File: src/rtl/branch_redirect_ctrl.sv
// Buffers resolved branches by ROB tag, grants in-order commit, and recovers from taken (mispredicted) branches; BRANCH_REDIRECT_STATS_EN adds commit/mispredict counters.
// br_commit is combinational; flush follows a taken commit by one cycle and redirect by two, with redirect held until redirect_ready.
module branch_redirect_ctrl #(
    parameter int TAG_W = 5,
    parameter int XLEN  = 32,
    parameter int DEPTH = 4
) (
    input  logic             clk,
    input  logic             rst,
    input  logic [TAG_W-1:0] res_tag,
    input  logic             res_taken,
    input  logic [XLEN-1:0]  res_pc,
    input  logic             head_valid,
    input  logic [TAG_W-1:0] head_tag,
    output logic             br_commit,
    output logic             flush,
    output logic             redirect_valid,
    output logic [XLEN-1:0]  redirect_pc,
    input  logic             redirect_ready,
    output logic             overflow
`ifdef BRANCH_REDIRECT_STATS_EN
    ,
    output logic [31:0]      stat_resolved,
    output logic [31:0]      stat_mispredict
`endif
);

    typedef struct packed {
        logic             vld;
        logic [TAG_W-1:0] tag;
        logic             taken;
        logic [XLEN-1:0]  pc;
    } entry_t;

    localparam logic [TAG_W-1:0] TAG_NONE = '1;
    localparam logic [1:0] S_IDLE  = 2'd0;
    localparam logic [1:0] S_FLUSH = 2'd1;
    localparam logic [1:0] S_REDIR = 2'd2;

    entry_t          ent_q [DEPTH];
    logic [1:0]      state_q;

    logic [DEPTH-1:0] hit_vec;
    logic [DEPTH-1:0] res_vec;
    logic [DEPTH-1:0] free_vec;
    logic [DEPTH-1:0] wr_sel;
    logic             hit_taken;
    logic [XLEN-1:0]  hit_pc;
    logic             res_ins;
    logic             drop;
    logic             free_found;

    always_comb begin
        hit_vec    = '0;
        res_vec    = '0;
        hit_taken  = 1'b0;
        hit_pc     = '0;
        for (int i = 0; i < DEPTH; i++) begin
            hit_vec[i] = ent_q[i].vld && (ent_q[i].tag == head_tag) && (head_tag != TAG_NONE);
            res_vec[i] = ent_q[i].vld && (ent_q[i].tag == res_tag);
            if (hit_vec[i]) begin
                hit_taken = ent_q[i].taken;
                hit_pc    = ent_q[i].pc;
            end
        end
        br_commit = !rst && (state_q == S_IDLE) && head_valid && (|hit_vec);
        res_ins   = (state_q == S_IDLE) && (res_tag != TAG_NONE);

        // A slot being retired this cycle can take the incoming result.
        free_found = 1'b0;
        wr_sel     = '0;
        for (int i = 0; i < DEPTH; i++) begin
            free_vec[i] = !ent_q[i].vld || (br_commit && hit_vec[i]);
            if (free_vec[i] && !free_found) begin
                wr_sel[i]  = 1'b1;
                free_found = 1'b1;
            end
        end
        if (|res_vec) begin
            wr_sel = res_vec;
        end
        drop = res_ins && !(|res_vec) && !free_found;
    end

    assign flush          = (state_q == S_FLUSH);
    assign redirect_valid = (state_q == S_REDIR);

    always_ff @(posedge clk or posedge rst) begin
        if (rst) begin
            for (int i = 0; i < DEPTH; i++) begin
                ent_q[i] <= '0;
            end
            state_q     <= S_IDLE;
            redirect_pc <= '0;
            overflow    <= 1'b0;
        end else begin
            case (state_q)
                S_IDLE: begin
                    for (int i = 0; i < DEPTH; i++) begin
                        if (br_commit && hit_vec[i]) begin
                            ent_q[i].vld <= 1'b0;
                        end
                        if (res_ins && wr_sel[i]) begin
                            ent_q[i] <= '{vld: 1'b1, tag: res_tag, taken: res_taken, pc: res_pc};
                        end
                    end
                    if (drop) begin
                        overflow <= 1'b1;
                    end
                    if (br_commit && hit_taken) begin
                        redirect_pc <= hit_pc;
                        state_q     <= S_FLUSH;
                    end
                end
                S_FLUSH: begin
                    for (int i = 0; i < DEPTH; i++) begin
                        ent_q[i].vld <= 1'b0;
                    end
                    state_q <= S_REDIR;
                end
                S_REDIR: begin
                    if (redirect_ready) begin
                        state_q <= S_IDLE;
                    end
                end
                default: state_q <= S_IDLE;
            endcase
        end
    end

`ifdef BRANCH_REDIRECT_STATS_EN
    always_ff @(posedge clk or posedge rst) begin
        if (rst) begin
            stat_resolved   <= '0;
            stat_mispredict <= '0;
        end else begin
            if (br_commit) begin
                stat_resolved <= stat_resolved + 32'd1;
            end
            if (br_commit && hit_taken) begin
                stat_mispredict <= stat_mispredict + 32'd1;
            end
        end
    end
`endif

endmodule

File: config.mk
export PLATFORM = sky130hd
export DESIGN_NAME = branch_redirect_ctrl
export DESIGN_NICKNAME = d
export VERILOG_FILES = /design/src/rtl/branch_redirect_ctrl.sv
export SDC_FILE = /design/constraint.sdc
export NUM_CORES = 1
export LEC_CHECK = 0
export BUFFER_PORTS_ARGS = -buffer_cell sky130_fd_sc_hd__buf_2
export CAP_MARGIN = 20
export CORE_MARGIN = 2
export CORE_UTILIZATION = 55
export CTS_CLUSTER_DIAMETER = 100
export DETAILED_ROUTE_END_ITERATION = 12
export PLACE_DENSITY_LB_ADDON = 0.08
export SLEW_MARGIN = 30
export SYNTH_ARGS = -nofsm -noshare
export SYNTH_HDL_FRONTEND = slang
export SYNTH_SLANG_ARGS = --single-unit
File: constraint.sdc
create_clock -name clk -period 7.6 [get_ports clk]
set_input_delay 2.28 -clock clk [delete_from_list [all_inputs] [get_ports clk]]
set_output_delay 2.28 -clock clk [all_outputs]
set_load 0.01 [all_outputs]
==> results.txt <==
----------------------------------------------------
[Finish]
  Final layout net count ... 1281
  Sequential cell area ... 0.00478 mm^2
  Antenna cell count ... 0
  Area grow syn2layout ... 9.11%
  Share of cells above drive strength 1 ... 0.194
  Area of the multi-input gates ... 0.00627 mm^2
  Final core utilization ... 0.607
  Number of fill cells ... 1809
  Layout Cells excl Fill ... 1522

[Floorplan]
  Placement row count ... 53
  Area of the die ... 0.0223 mm^2
  Die width ... 149 um
  Core Footprint ... 0.0209 mm^2
  Floorplan die height ... 149 um
  Boundary pin count ... 83
  Initial Util ... 0.556

[STA]
  Setup skew after layout ... 0.0120 ns
  Fin. Hold Viols ... 0
  Tightest slew margin relative to the limit ... 0.345
  Final Max Slew Viols ... 0
  Maximum operating frequency ... 161 MHz
  RSZ-0062 raised after global routing ... no
  Total negative slack ... 0 ns
  Crit share post-route ... 0.818
  Final setup margin ... 1.39 ns
  Period minus WS final ... 6.21 ns
  Worst Hold Margin ... 0.496 ns
  Actual transition at the worst max-transition pin ... 0.983 ns
  Final setup violation count ... 0

[Global route]
  GR Util met3 ... 0.0563
  Most Crowded Layer GR ... met2
  Pin count of the biggest net entering global routing ... 93
  Routing usage on met1 ... 0.444
  Global-route track usage on met2 ... 0.547
  Vias in the first global route ... 10.5k
  Antenna violations before repair ... 0
  Total congestion overflow after global routing ... 0
  First-pass GRT wire length ... 58.0 mm
  GR Util All Layers ... 0.334

[Detailed routing]
  Sum of routed wire length over all layers ... 36.1 mm
  Routed vias/inst ... 6.93
  Number of iterations in the first detailed-routing pass ... 6
  Post-detailed-route DRC marker count ... 0
  Antenna viol nets, final ... 0
  Routed length per instance ... 23.7 um
  Via total after detailed routing ... 10.5k
  Initial DRC Count ... 1061

[Logic synthesis]
  Dominant cells by area after synthesis ... sky130_fd_sc_hd__dfrtp_1 41%, sky130_fd_sc_hd__nand2_1 6.1%, sky130_fd_sc_hd__mux2_2 4.2%
  Number of unique standard cell types used by synthesis ... 52
  Synth warn ... 0
  Dominant cell type by area after synthesis ... sky130_fd_sc_hd__dfrtp_1
  Number of enable flip-flop cells after synthesis ... 0
  Post-Synthesis Cell Area ... 0.0116 mm^2
  Most frequently used flop master after synthesis ... sky130_fd_sc_hd__dfrtp_1
  Mean post-synth cell area ... 9.34 um^2
  Share of the yosys chip area belonging to registers ... 0.412
  Post-synthesis net count ... 1290
  Synthesized instance count ... 1243
  Proportion of register bits with asynchronous set or reset after synthesis ... 1.00
  Number of register bits inferred by synthesis ... 191
  Post-synth top area share ... 0.412

[Clock tree]
  Root buffer cell ... sky130_fd_sc_hd__clkbuf_16
  Total of cells resized after clock tree synthesis ... 0
  Clock Tree Buf Depth ... 2
  Clock transition at the registers of the reported paths ... 0.07 ns
  Hold buffer count at cts ... 0
  H-tree levels ... 4
  CTS sink cnt ... 191
  CTS tree ... built
  Number of buffers created by CTS ... 17
  Skew-Pair Late Insertion Delay ... 0.44 ns
  Postcts setup bufs ... 0

[Setup path]
  Endpoint of the most critical setup path ... br_commit
  Reg-to-reg critical path startpoint ... state_q[0]
  Slack of the worst reg-to-reg path ... 3.85 ns
  Worst setup EP type ... output pin
  Critical path launch point type ... input port
  Setup crit start ... head_tag[4]
  Count of buffering cells on the critical path with inverters included ... 2
  Path type of the worst setup path ... input port to output pin
  Arrival time worst endpoint ... 3.93 ns
  Depth of the worst register-to-register path ... 7
  Cell with the largest stage delay on the worst path ... sky130_fd_sc_hd__nor2_2
  Cell count along the critical path ... 7
  Cell mode on critical path ... sky130_fd_sc_hd__buf_2
  Cells along the critical path ... buf_2, nand4_2, nor2_2, nor3_1, nor4_1, nor2_1, buf_2
  Maximum fanout along the worst path ... 12
  Data required, critical path ... 5.32 ns
  Reg2reg end ... ent_q[135]
  Slowest cell delay on critical path ... 0.58 ns
  Cell class contributing the biggest share of worst-path delay ... simple AND/OR/NAND/NOR gates

[Power]
  Leakage Power ... 5.24 nW
  Total power divided by cell area ... 430 mW/mm^2
  Maximum resistive drop on vdd ... 0.000262 V

[Placed design]
  Count of input and output buffers ... 82
  Global placement routability congestion ... 0.863
  Detailed-placement wirelength estimate ... 20.0 mm
  Placed cell count ... 1490
  Worst slack after detailed placement ... 1.42 ns

[Job]
  Total of max-cap violations ... 0

[Worst hold path]
  Path category of the worst min-delay check ... flip-flop to flip-flop
  Cell depth of the worst hold path ... 1

[Status]
  Outcome ... complete, no violations

----------------------------------------------------
sequential cells by signal, summed over array words and instances, names as in the netlist:
register	count
ent_q	156
overflow	1
state_q	2
redirect_pc	32
cells in the mapped netlist (all sizes together) (9+ instances only):
cell type / n
a21oi: 38
a22oi: 36
a311o: 36
a311oi: 34
a41oi: 37
and2: 36
buf: 35
clkbuf: 105
dfrtp: 191
mux2: 72
nand2: 190
nand3: 77
nor2: 77
nor4: 9
nor4b: 34
o211ai: 36
o21ai: 41
o221ai: 37
o31ai: 33
xnor2: 22
xor2: 19
where the power goes:
group	internal [mW]	switching [mW]	leakage, nW	total (mW)
registers	1.46	0.314	2.30	1.78
clock network	0.507	0.434	0.302	0.942
logic	1.03	1.70	2.63	2.72
total	2.99	2.45	5.24	5.44
worst min-delay path by stage:
stage / to / start / slack (ns)
2_1_floorplan: ent_q[117] / ent_q[117] / 0.48
3_3_place_gp: overflow / overflow / 0.47
3_5_place_dp: overflow / overflow / 0.48
4_1_cts: overflow / overflow / 0.50
5_1_grt: overflow / overflow / 0.52
6_report: overflow / overflow / 0.50
per-layer routing:
layer / vias to the layer above / part of all wire
met5: - / 0
met4: 0 / 0.027
met3: 99 / 0.074
met2: 506 / 0.47
met1: 5278 / 0.42
li1: 4665 / -
layout by cell type, fill, tap and decap left out, types with 22 or more instances in the layout:
master and count:
sky130_fd_sc_hd__nand3_1 76, sky130_fd_sc_hd__o221ai_1 37, sky130_fd_sc_hd__mux2_4 29, sky130_fd_sc_hd__nor4b_1 33
sky130_fd_sc_hd__mux2_2 43, sky130_fd_sc_hd__and2_1 36, sky130_fd_sc_hd__a41oi_1 37, sky130_fd_sc_hd__a21oi_1 38
sky130_fd_sc_hd__a311o_1 35, sky130_fd_sc_hd__buf_2 82, sky130_fd_sc_hd__o31ai_1 32, sky130_fd_sc_hd__buf_4 30
sky130_fd_sc_hd__nand2_1 189, sky130_fd_sc_hd__xnor2_1 22, sky130_fd_sc_hd__o211ai_1 36, sky130_fd_sc_hd__o21ai_0 22
sky130_fd_sc_hd__dfrtp_1 191, sky130_fd_sc_hd__a311oi_1 32, sky130_fd_sc_hd__nor2_1 73, sky130_fd_sc_hd__a22oi_1 36
cell families (layout without fill, tap and decap cells):
kind of cell    count (synthesis)  after routing  synth area share
mux                            72             72            0.0792
xor+xnor                       41             41            0.0309
simple gates                  445            445             0.188
compound gates                348            348             0.236
buf+inv                       146            150            0.0544
flops                         191            191             0.412
layout make-up:
type	instances	share of cell area
clock buffer	18	0.0347
clock inverter	14	0.0133
inverter	6	0.00237
multi-input combinational	906	0.495
sequential	191	0.377
tap	275	0.0272
timing repair buffer	112	0.0502
metrics by stage:
stage	area, um^2	total power [mW]
floorplan	11600	3.76
global placement	12000	4.37
detailed placement	12100	4.46
CTS	12700	5.39
global route	12700	5.76
finish	12700	5.44
(Power assumes the default switching activity.)
